### config.mk
export PLATFORM = sky130hd
export DESIGN_NAME = delay_sequencer
export DESIGN_NICKNAME = d
export VERILOG_FILES = /design/src/rtl/delay_seq_pkg.sv /design/src/rtl/delay_seq_timer.sv /design/src/rtl/delay_sequencer.sv
export SDC_FILE = /design/constraint.sdc
export NUM_CORES = 1
export LEC_CHECK = 0
export CORE_MARGIN = 2
export CORE_UTILIZATION = 65
export DETAILED_ROUTE_END_ITERATION = 10
export PLACE_DENSITY = 0.93
export SLEW_MARGIN = 20
export SYNTH_ARGS = -nofsm -noshare
export SYNTH_HDL_FRONTEND = slang
export SYNTH_SLANG_ARGS = --single-unit
export TNS_END_PERCENT = 5
### constraint.sdc
create_clock -name clk -period 6.5 [get_ports clk]
set_input_delay 0.65 -clock clk [delete_from_list [all_inputs] [get_ports clk]]
set_output_delay 0.65 -clock clk [all_outputs]
set_load 0.01 [all_outputs]
### src/rtl/delay_seq_pkg.sv
// Shared definitions for the delay sequencer: default widths and the
// sequencer state encoding.
package delay_seq_pkg;

  localparam int DATA_W_DEF = 4;
  localparam int CNT_W_DEF  = 8;
  localparam int DEPTH_DEF  = 8;

  typedef enum logic [1:0] {
    IDLE = 2'd0,
    RUN  = 2'd1,
    LAST = 2'd2
  } seq_state_e;

endpackage

### src/rtl/delay_seq_timer.sv
// Per-step down-counter: expire is high while enabled and the step has one
// cycle (or fewer) left to run.
module delay_seq_timer
  import delay_seq_pkg::*;
#(
  parameter int CNT_W = CNT_W_DEF
) (
  input  logic             clk,
  input  logic             rst,
  input  logic             load,
  input  logic [CNT_W-1:0] load_val,
  input  logic             en,
  output logic             expire
);

  localparam logic [CNT_W-1:0] CNT_ZERO = {CNT_W{1'b0}};
  localparam logic [CNT_W-1:0] CNT_ONE  = {{(CNT_W-1){1'b0}}, 1'b1};

  logic [CNT_W-1:0] cnt_r;

  assign expire = en && (cnt_r <= CNT_ONE);

  // Count register: a load always wins over counting.
  always_ff @(posedge clk or posedge rst) begin
    if (rst) begin
      cnt_r <= CNT_ZERO;
    end else if (load) begin
      cnt_r <= load_val;
    end else if (en && (cnt_r != CNT_ZERO)) begin
      cnt_r <= cnt_r - CNT_ONE;
    end
  end

endmodule

### src/rtl/delay_sequencer.sv
// Table-driven delay sequencer: steps through programmed {delay, value}
// entries, updating output a as each step's delay expires.
module delay_sequencer
  import delay_seq_pkg::*;
#(
  parameter int DATA_W = DATA_W_DEF,
  parameter int CNT_W  = CNT_W_DEF,
  parameter int DEPTH  = DEPTH_DEF
) (
  input  logic                       clk,
  input  logic                       rst,
  input  logic                       wr_en,
  input  logic [$clog2(DEPTH)-1:0]   wr_addr,
  input  logic [CNT_W-1:0]           wr_delay,
  input  logic [DATA_W-1:0]          wr_value,
  input  logic [$clog2(DEPTH):0]     num_steps,
  input  logic                       loop_en,
  input  logic                       start,
  input  logic                       abort,
  output logic [DATA_W-1:0]          a,
  output logic                       busy,
  output logic                       done,
  output logic [$clog2(DEPTH)-1:0]   step_idx
);

  localparam int IDX_W = $clog2(DEPTH);

  localparam logic [CNT_W-1:0]  CNT_ZERO  = {CNT_W{1'b0}};
  localparam logic [CNT_W-1:0]  CNT_ONE   = {{(CNT_W-1){1'b0}}, 1'b1};
  localparam logic [IDX_W-1:0]  IDX_ZERO  = {IDX_W{1'b0}};
  localparam logic [IDX_W-1:0]  IDX_ONE   = {{(IDX_W-1){1'b0}}, 1'b1};
  localparam logic [IDX_W:0]    NUM_ZERO  = {(IDX_W+1){1'b0}};
  localparam logic [IDX_W:0]    NUM_ONE   = {{IDX_W{1'b0}}, 1'b1};
  localparam logic [IDX_W:0]    NUM_MAX   = (IDX_W+1)'(DEPTH);
  localparam logic [DATA_W-1:0] DATA_ZERO = {DATA_W{1'b0}};

  typedef struct packed {
    logic [CNT_W-1:0]  dly;
    logic [DATA_W-1:0] val;
  } entry_t;

  function automatic logic [CNT_W-1:0] eff_dly(input logic [CNT_W-1:0] d);
    return (d == CNT_ZERO) ? CNT_ONE : d;
  endfunction

  seq_state_e        state_r;
  entry_t            tbl_r [DEPTH];
  entry_t            head_r;
  entry_t            rd_entry_s;
  entry_t            wr_entry_s;
  logic [IDX_W-1:0]  rd_addr_s;
  logic [IDX_W-1:0]  idx_r;
  logic [IDX_W-1:0]  nxt_idx_s;
  logic [IDX_W:0]    num_r;
  logic [IDX_W:0]    num_m1_s;
  logic              loop_r;
  logic [DATA_W-1:0] cur_val_r;
  logic [DATA_W-1:0] a_r;
  logic              busy_r;
  logic              done_r;
  logic              wr_ok_s;
  logic              start_ok_s;
  logic              start_single_s;
  logic              head_short_s;
  logic [CNT_W-1:0]  head_dly_s;
  logic              is_last_s;
  logic              fire_s;
  logic              tmr_load_s;
  logic [CNT_W-1:0]  tmr_val_s;
  logic              tmr_en_s;

  assign a        = a_r;
  assign busy     = busy_r;
  assign done     = done_r;
  assign step_idx = idx_r;

  assign wr_ok_s        = wr_en && (state_r == IDLE);
  assign wr_entry_s     = '{dly: wr_delay, val: wr_value};
  assign start_ok_s     = start && (num_steps != NUM_ZERO) && (num_steps <= NUM_MAX);
  assign start_single_s = (num_steps == NUM_ONE);
  assign head_dly_s     = eff_dly(head_r.dly);
  assign head_short_s   = (head_dly_s == CNT_ONE);
  assign num_m1_s       = num_r - NUM_ONE;
  assign is_last_s      = (idx_r == num_m1_s[IDX_W-1:0]);
  assign nxt_idx_s      = is_last_s ? IDX_ZERO : idx_r + IDX_ONE;
  assign rd_entry_s     = tbl_r[rd_addr_s];
  assign tmr_en_s       = (state_r == RUN);

  // Single read port: entry 0 is mirrored while idle, entry 1 is read on the
  // start edge, and the following step is read while running.
  always_comb begin
    rd_addr_s = IDX_ZERO;
    case (state_r)
      IDLE:    rd_addr_s = start ? IDX_ONE : IDX_ZERO;
      RUN:     rd_addr_s = nxt_idx_s;
      default: rd_addr_s = IDX_ZERO;
    endcase
  end

  // Step table storage; contents deliberately survive reset.
  always_ff @(posedge clk) begin
    if (wr_ok_s) begin
      tbl_r[wr_addr] <= wr_entry_s;
    end
  end

  // Mirror of entry 0 so a start can apply step 0 and fetch step 1 together.
  always_ff @(posedge clk) begin
    if ((state_r == IDLE) && !start) begin
      head_r <= (wr_ok_s && (wr_addr == IDX_ZERO)) ? wr_entry_s : rd_entry_s;
    end
  end

  // Timer reload: step 0 is one cycle shorter because its first cycle is the start edge.
  always_comb begin
    tmr_load_s = 1'b0;
    tmr_val_s  = CNT_ZERO;
    case (state_r)
      IDLE: begin
        if (!abort && start_ok_s) begin
          tmr_load_s = 1'b1;
          if (head_short_s) begin
            tmr_val_s = start_single_s ? CNT_ONE : eff_dly(rd_entry_s.dly);
          end else begin
            tmr_val_s = head_dly_s - CNT_ONE;
          end
        end else begin
          tmr_load_s = 1'b0;
        end
      end
      RUN: begin
        if (!abort && fire_s) begin
          tmr_load_s = 1'b1;
          tmr_val_s  = eff_dly(rd_entry_s.dly);
        end else begin
          tmr_load_s = 1'b0;
        end
      end
      default: begin
        tmr_load_s = 1'b0;
      end
    endcase
  end

  delay_seq_timer #(
    .CNT_W (CNT_W)
  ) u_timer (
    .clk      (clk),
    .rst      (rst),
    .load     (tmr_load_s),
    .load_val (tmr_val_s),
    .en       (tmr_en_s),
    .expire   (fire_s)
  );

  // Sequencer FSM with registered outputs; abort outranks start and expiry.
  always_ff @(posedge clk or posedge rst) begin
    if (rst) begin
      state_r   <= IDLE;
      a_r       <= DATA_ZERO;
      busy_r    <= 1'b0;
      done_r    <= 1'b0;
      idx_r     <= IDX_ZERO;
      num_r     <= NUM_ZERO;
      loop_r    <= 1'b0;
      cur_val_r <= DATA_ZERO;
    end else begin
      done_r <= 1'b0;
      case (state_r)
        IDLE: begin
          busy_r <= 1'b0;
          if (!abort && start_ok_s) begin
            num_r     <= num_steps;
            loop_r    <= loop_en;
            busy_r    <= 1'b1;
            idx_r     <= IDX_ZERO;
            state_r   <= RUN;
            cur_val_r <= head_r.val;
            if (head_short_s) begin
              a_r <= head_r.val;
              if (start_single_s) begin
                done_r <= 1'b1;
                if (!loop_en) begin
                  state_r <= LAST;
                end
              end else begin
                idx_r     <= IDX_ONE;
                cur_val_r <= rd_entry_s.val;
              end
            end
          end
        end
        RUN: begin
          if (abort) begin
            state_r <= IDLE;
            busy_r  <= 1'b0;
          end else if (fire_s) begin
            a_r <= cur_val_r;
            if (is_last_s) begin
              done_r <= 1'b1;
              if (loop_r) begin
                idx_r     <= nxt_idx_s;
                cur_val_r <= rd_entry_s.val;
              end else begin
                state_r <= LAST;
              end
            end else begin
              idx_r     <= nxt_idx_s;
              cur_val_r <= rd_entry_s.val;
            end
          end
        end
        LAST: begin
          state_r <= IDLE;
          busy_r  <= 1'b0;
        end
        default: begin
          state_r <= IDLE;
          busy_r  <= 1'b0;
        end
      endcase
    end
  end

endmodule

==> results.toml <==
[critical_path]
crit_path_end_kind = "flip-flop"
crit_type = "flip-flop to flip-flop"
startpoint = "head_r[8]"
startpoint_type = "flip-flop"
crit_path_end = "u_timer.cnt_r[2]"
rr_startpoint = "head_r[8]"
crit-reg2reg-capture = "u_timer.cnt_r[2]"
worstPathArrival_ps = 4080
reg2regPathDepth = 11
cp_max_fo = 7
r2r_slack_ps = 2890
cp.required_ps = 6970

[floorplan]
die_h_um = 103
io-pin-count = 34
start_util_pct = 66.3
die_x_um = 103
rows = 36
core_area_sq_um = 9680
die-area_sq_um = 10700

[placed_design]
gp_congestion = 0.944
portBuffers = 33
dp.cells = 676
pre_cts_ws_ps = 3070
placed_area_sq_um = 6910
hpwlAfterDp_um = 10200

[timing]
worst_slack_ps = 2890
period_share_pct = 55.5
hold_ws_ps = 474
period_needed_ps = 3610
fin_setup_tns_ps = 0
setup_violations = 0
worst_pin_slew_ps = 1150
final_max_slew_viol_count = 0
rsz0062_at_grt = "false"
skew_ps = 7.64
maxSlewHeadroom_pct = 22.9
max_freq_mhz = 277
hold_viol = 0

[finish]
fin_area_sq_um = 7540
antenna_cells = 0
nNetsFinal = 593
drive_above_1_share_pct = 11.0
final_cells = 708
fill_cells = 550
area_growth_pct = 17.3

[power_and_ir_drop]
combinationalPowerShare_pct = 20.4
power_leakage_nw = 2.68
p_sw_w = 0.000756
netSwitchingFraction_pct = 29.0
power.internal_w = 0.00185
powerDensity_nw_per_um2 = 346
ir_drop_v = 0.000224
p_clk_share_pct = 38.0
power_frac_seq_pct = 41.6

[job]
drv_cap = 0

[detailed_routing]
vias_per_cell = 6.93
post_drt_wl_per_cell_um = 23.3
wl_um = 16500
vias = 4906
drt_iter0_markers = 762
dr.pass1.iters = 7
drc = 0
antenna_left = 0

[hold_path]
hp-class = "flip-flop to flip-flop"
hold_depth = 2

[clock_tree]
cts_resized = 0
clock_latency_ps = 530
htree_levels = 4
cts_inserted_buffers = 17
tritoncts = "built"
clock_sinks = 135
cts_max_path_buffers = 2
clk_pin_slew_ps = 70
post-cts-setup-buffers = 0
hold_buffers = 0
cts_root_buf = "clkbuf_8"

[global_route]
grt_use_total_pct = 32.9
overflow = 0
grt_pass1_wl_um = 25400
grt_pass1_vias = 4765
grt_max_degree = 28
antenna_found_initial = 0

[synthesis]
synth_ff_type = "edfxtp_1"
syn_nets = 551
netlist_instances = 520
synth_area_sq_um = 6420
ys_seq_elements = 135
synth_cell_type_count = 59
synth-edff-count = 108
syn_area_per_cell_sq_um = 12.4
ys_warn_count = 0
synth-seq-area-share_pct = 61.0
synthArstFlopShare_pct = 20.0

[status]
status = "finished clean"
-- power groups by stage --
| stage | Clock [W] | Sequential [W] | Combinational (W) |
|---|---|---|---|
| finish | 0.000993 | 0.00109 | 0.000532 |
| detailed placement | 0 | 0.00110 | 0.000505 |
| global route | 0.00103 | 0.00109 | 0.000577 |
| CTS | 0.000995 | 0.00108 | 0.000519 |
| global placement | 0 | 0.00109 | 0.000488 |
| floorplan | 0 | 0.00109 | 0.000353 |
-- area by class of cell --
cell class / count / area [sq um] / area share (%)
flip-flops and latches: 135 / 3920 / 52.0
multi-input cells: 351 / 2370 / 31.5
clock buffers: 17 / 414 / 5.50
repair buffers: 44 / 413 / 5.48
clock inverters: 15 / 203 / 2.69
well taps: 133 / 166 / 2.21
inverters: 13 / 48.8 / 0.648
-- sequential cells by signal, summed over array words and instances, names as in the netlist --
signal and flops:
a 4, busy 1, cur_val_r 4, done 1, head_r 12, loop_r 1
num_r 3, state_r 2, step_idx 3, tbl_r 96, u_timer.cnt_r 8
-- cells by family (layout without fill, tap and decap cells) --
group,Yosys count,after routing,share of synthesized area [%]
XOR/XNOR,16,16,2.42
AO/OA/AOI/OAI,125,125,13.2
flip-flops,135,135,61.0
adder cells (fa/ha/maj),6,6,1.17
buffers and inverters,34,89,2.20
AND/OR/NAND/NOR,157,157,12.0
multiplexers,47,47,7.97
-- how the worst min path moves through the flow --
stage,from,endpoint,slack [ps]
6_report,busy,busy,470
5_1_grt,cur_val_r[2],cur_val_r[2],500
4_1_cts,busy,busy,480
3_5_place_dp,cur_val_r[3],cur_val_r[3],470
3_3_place_gp,cur_val_r[2],cur_val_r[2],460
2_1_floorplan,cur_val_r[0],cur_val_r[0],450
-- layer usage --
layer  up-vias  GRT usage (%)  part of all wire, %
met5         -              0                    0
met4         0           17.1                  4.6
met3        84           8.67                   11
met2       419           52.8                   47
met1      2306           41.4                   37
li1       2097              -                    -
-- critical path: stages (launching register included) --
cell and delay (ps):
edfxtp_1 430, nor4_1 540, nor3b_1 260, a21oi_1 140, inv_1 150, ha_1 160
nor4bb_1 760, nand2b_1 310, nor2_1 210, nor2_1 200, o221ai_1 250, o21a_1 150
-- synth_stat cells (all sizes together), types with 2 or more instances --
cell / instances / area, sq um
o21a: 3 / 22.5
nor4b: 2 / 17.5
nor3b: 3 / 22.5
nand3b: 3 / 22.5
o22ai: 2 / 12.5
xnor2: 8 / 70.1
nor2: 56 / 213
buf: 9 / 47.6
o22a: 2 / 17.5
o32a: 6 / 60.1
mux4: 3 / 67.6
nor2b: 3 / 18.8
o31ai: 12 / 90.1
o21ai: 21 / 105
mux2i: 41 / 410
a21oi: 31 / 155
a21o: 6 / 45.0
o21bai: 3 / 22.5
ha: 6 / 75.1
a311oi: 6 / 52.6
a31o: 3 / 26.3
inv: 13 / 48.8
or2: 3 / 18.8
nand3: 17 / 85.1
a211oi: 6 / 55.1
nand2b: 7 / 43.8
or3: 6 / 37.5
dfrtp: 27 / 676
nand2: 32 / 120
nor3: 7 / 51.3
nor4: 4 / 25.0
edfxtp: 108 / 3240
xor2: 7 / 61.3
a31oi: 13 / 87.6
mux2: 3 / 33.8
clkbuf: 12 / 45.0
o221ai: 3 / 26.3
nand4: 9 / 56.3
-- per-stage QoR --
step | util [%] | power [W]
after floorplan | - | 0.00144
after global placement | 71.3 | 0.00158
after detailed placement | 71.4 | 0.00160
after CTS | 77.7 | 0.00260
after global routing | 77.8 | 0.00270
final | 77.8 | 0.00261
-- cells in the final DEF (no fill, tap or decap), types with 4 or more instances in the layout --
master,n
or3_1,6
o21ai_0,20
xnor2_1,8
a31oi_1,12
nor3_1,5
clkinvlp_4,4
mux2i_1,41
o32a_1,6
clkdlybuf4s50_1,33
edfxtp_1,108
ha_1,6
nor2_1,54
buf_4,11
nand2b_1,7
nand2_1,32
a21o_1,6
clkbuf_16,16
dfrtp_1,27
xor2_1,6
inv_1,12
o31ai_1,12
bufinv_16,4
nand4_1,9
nor4_1,4
a211oi_1,4
nand3_1,17
a311oi_1,6
a21oi_1,31
Power figures use the tool's default switching activity.
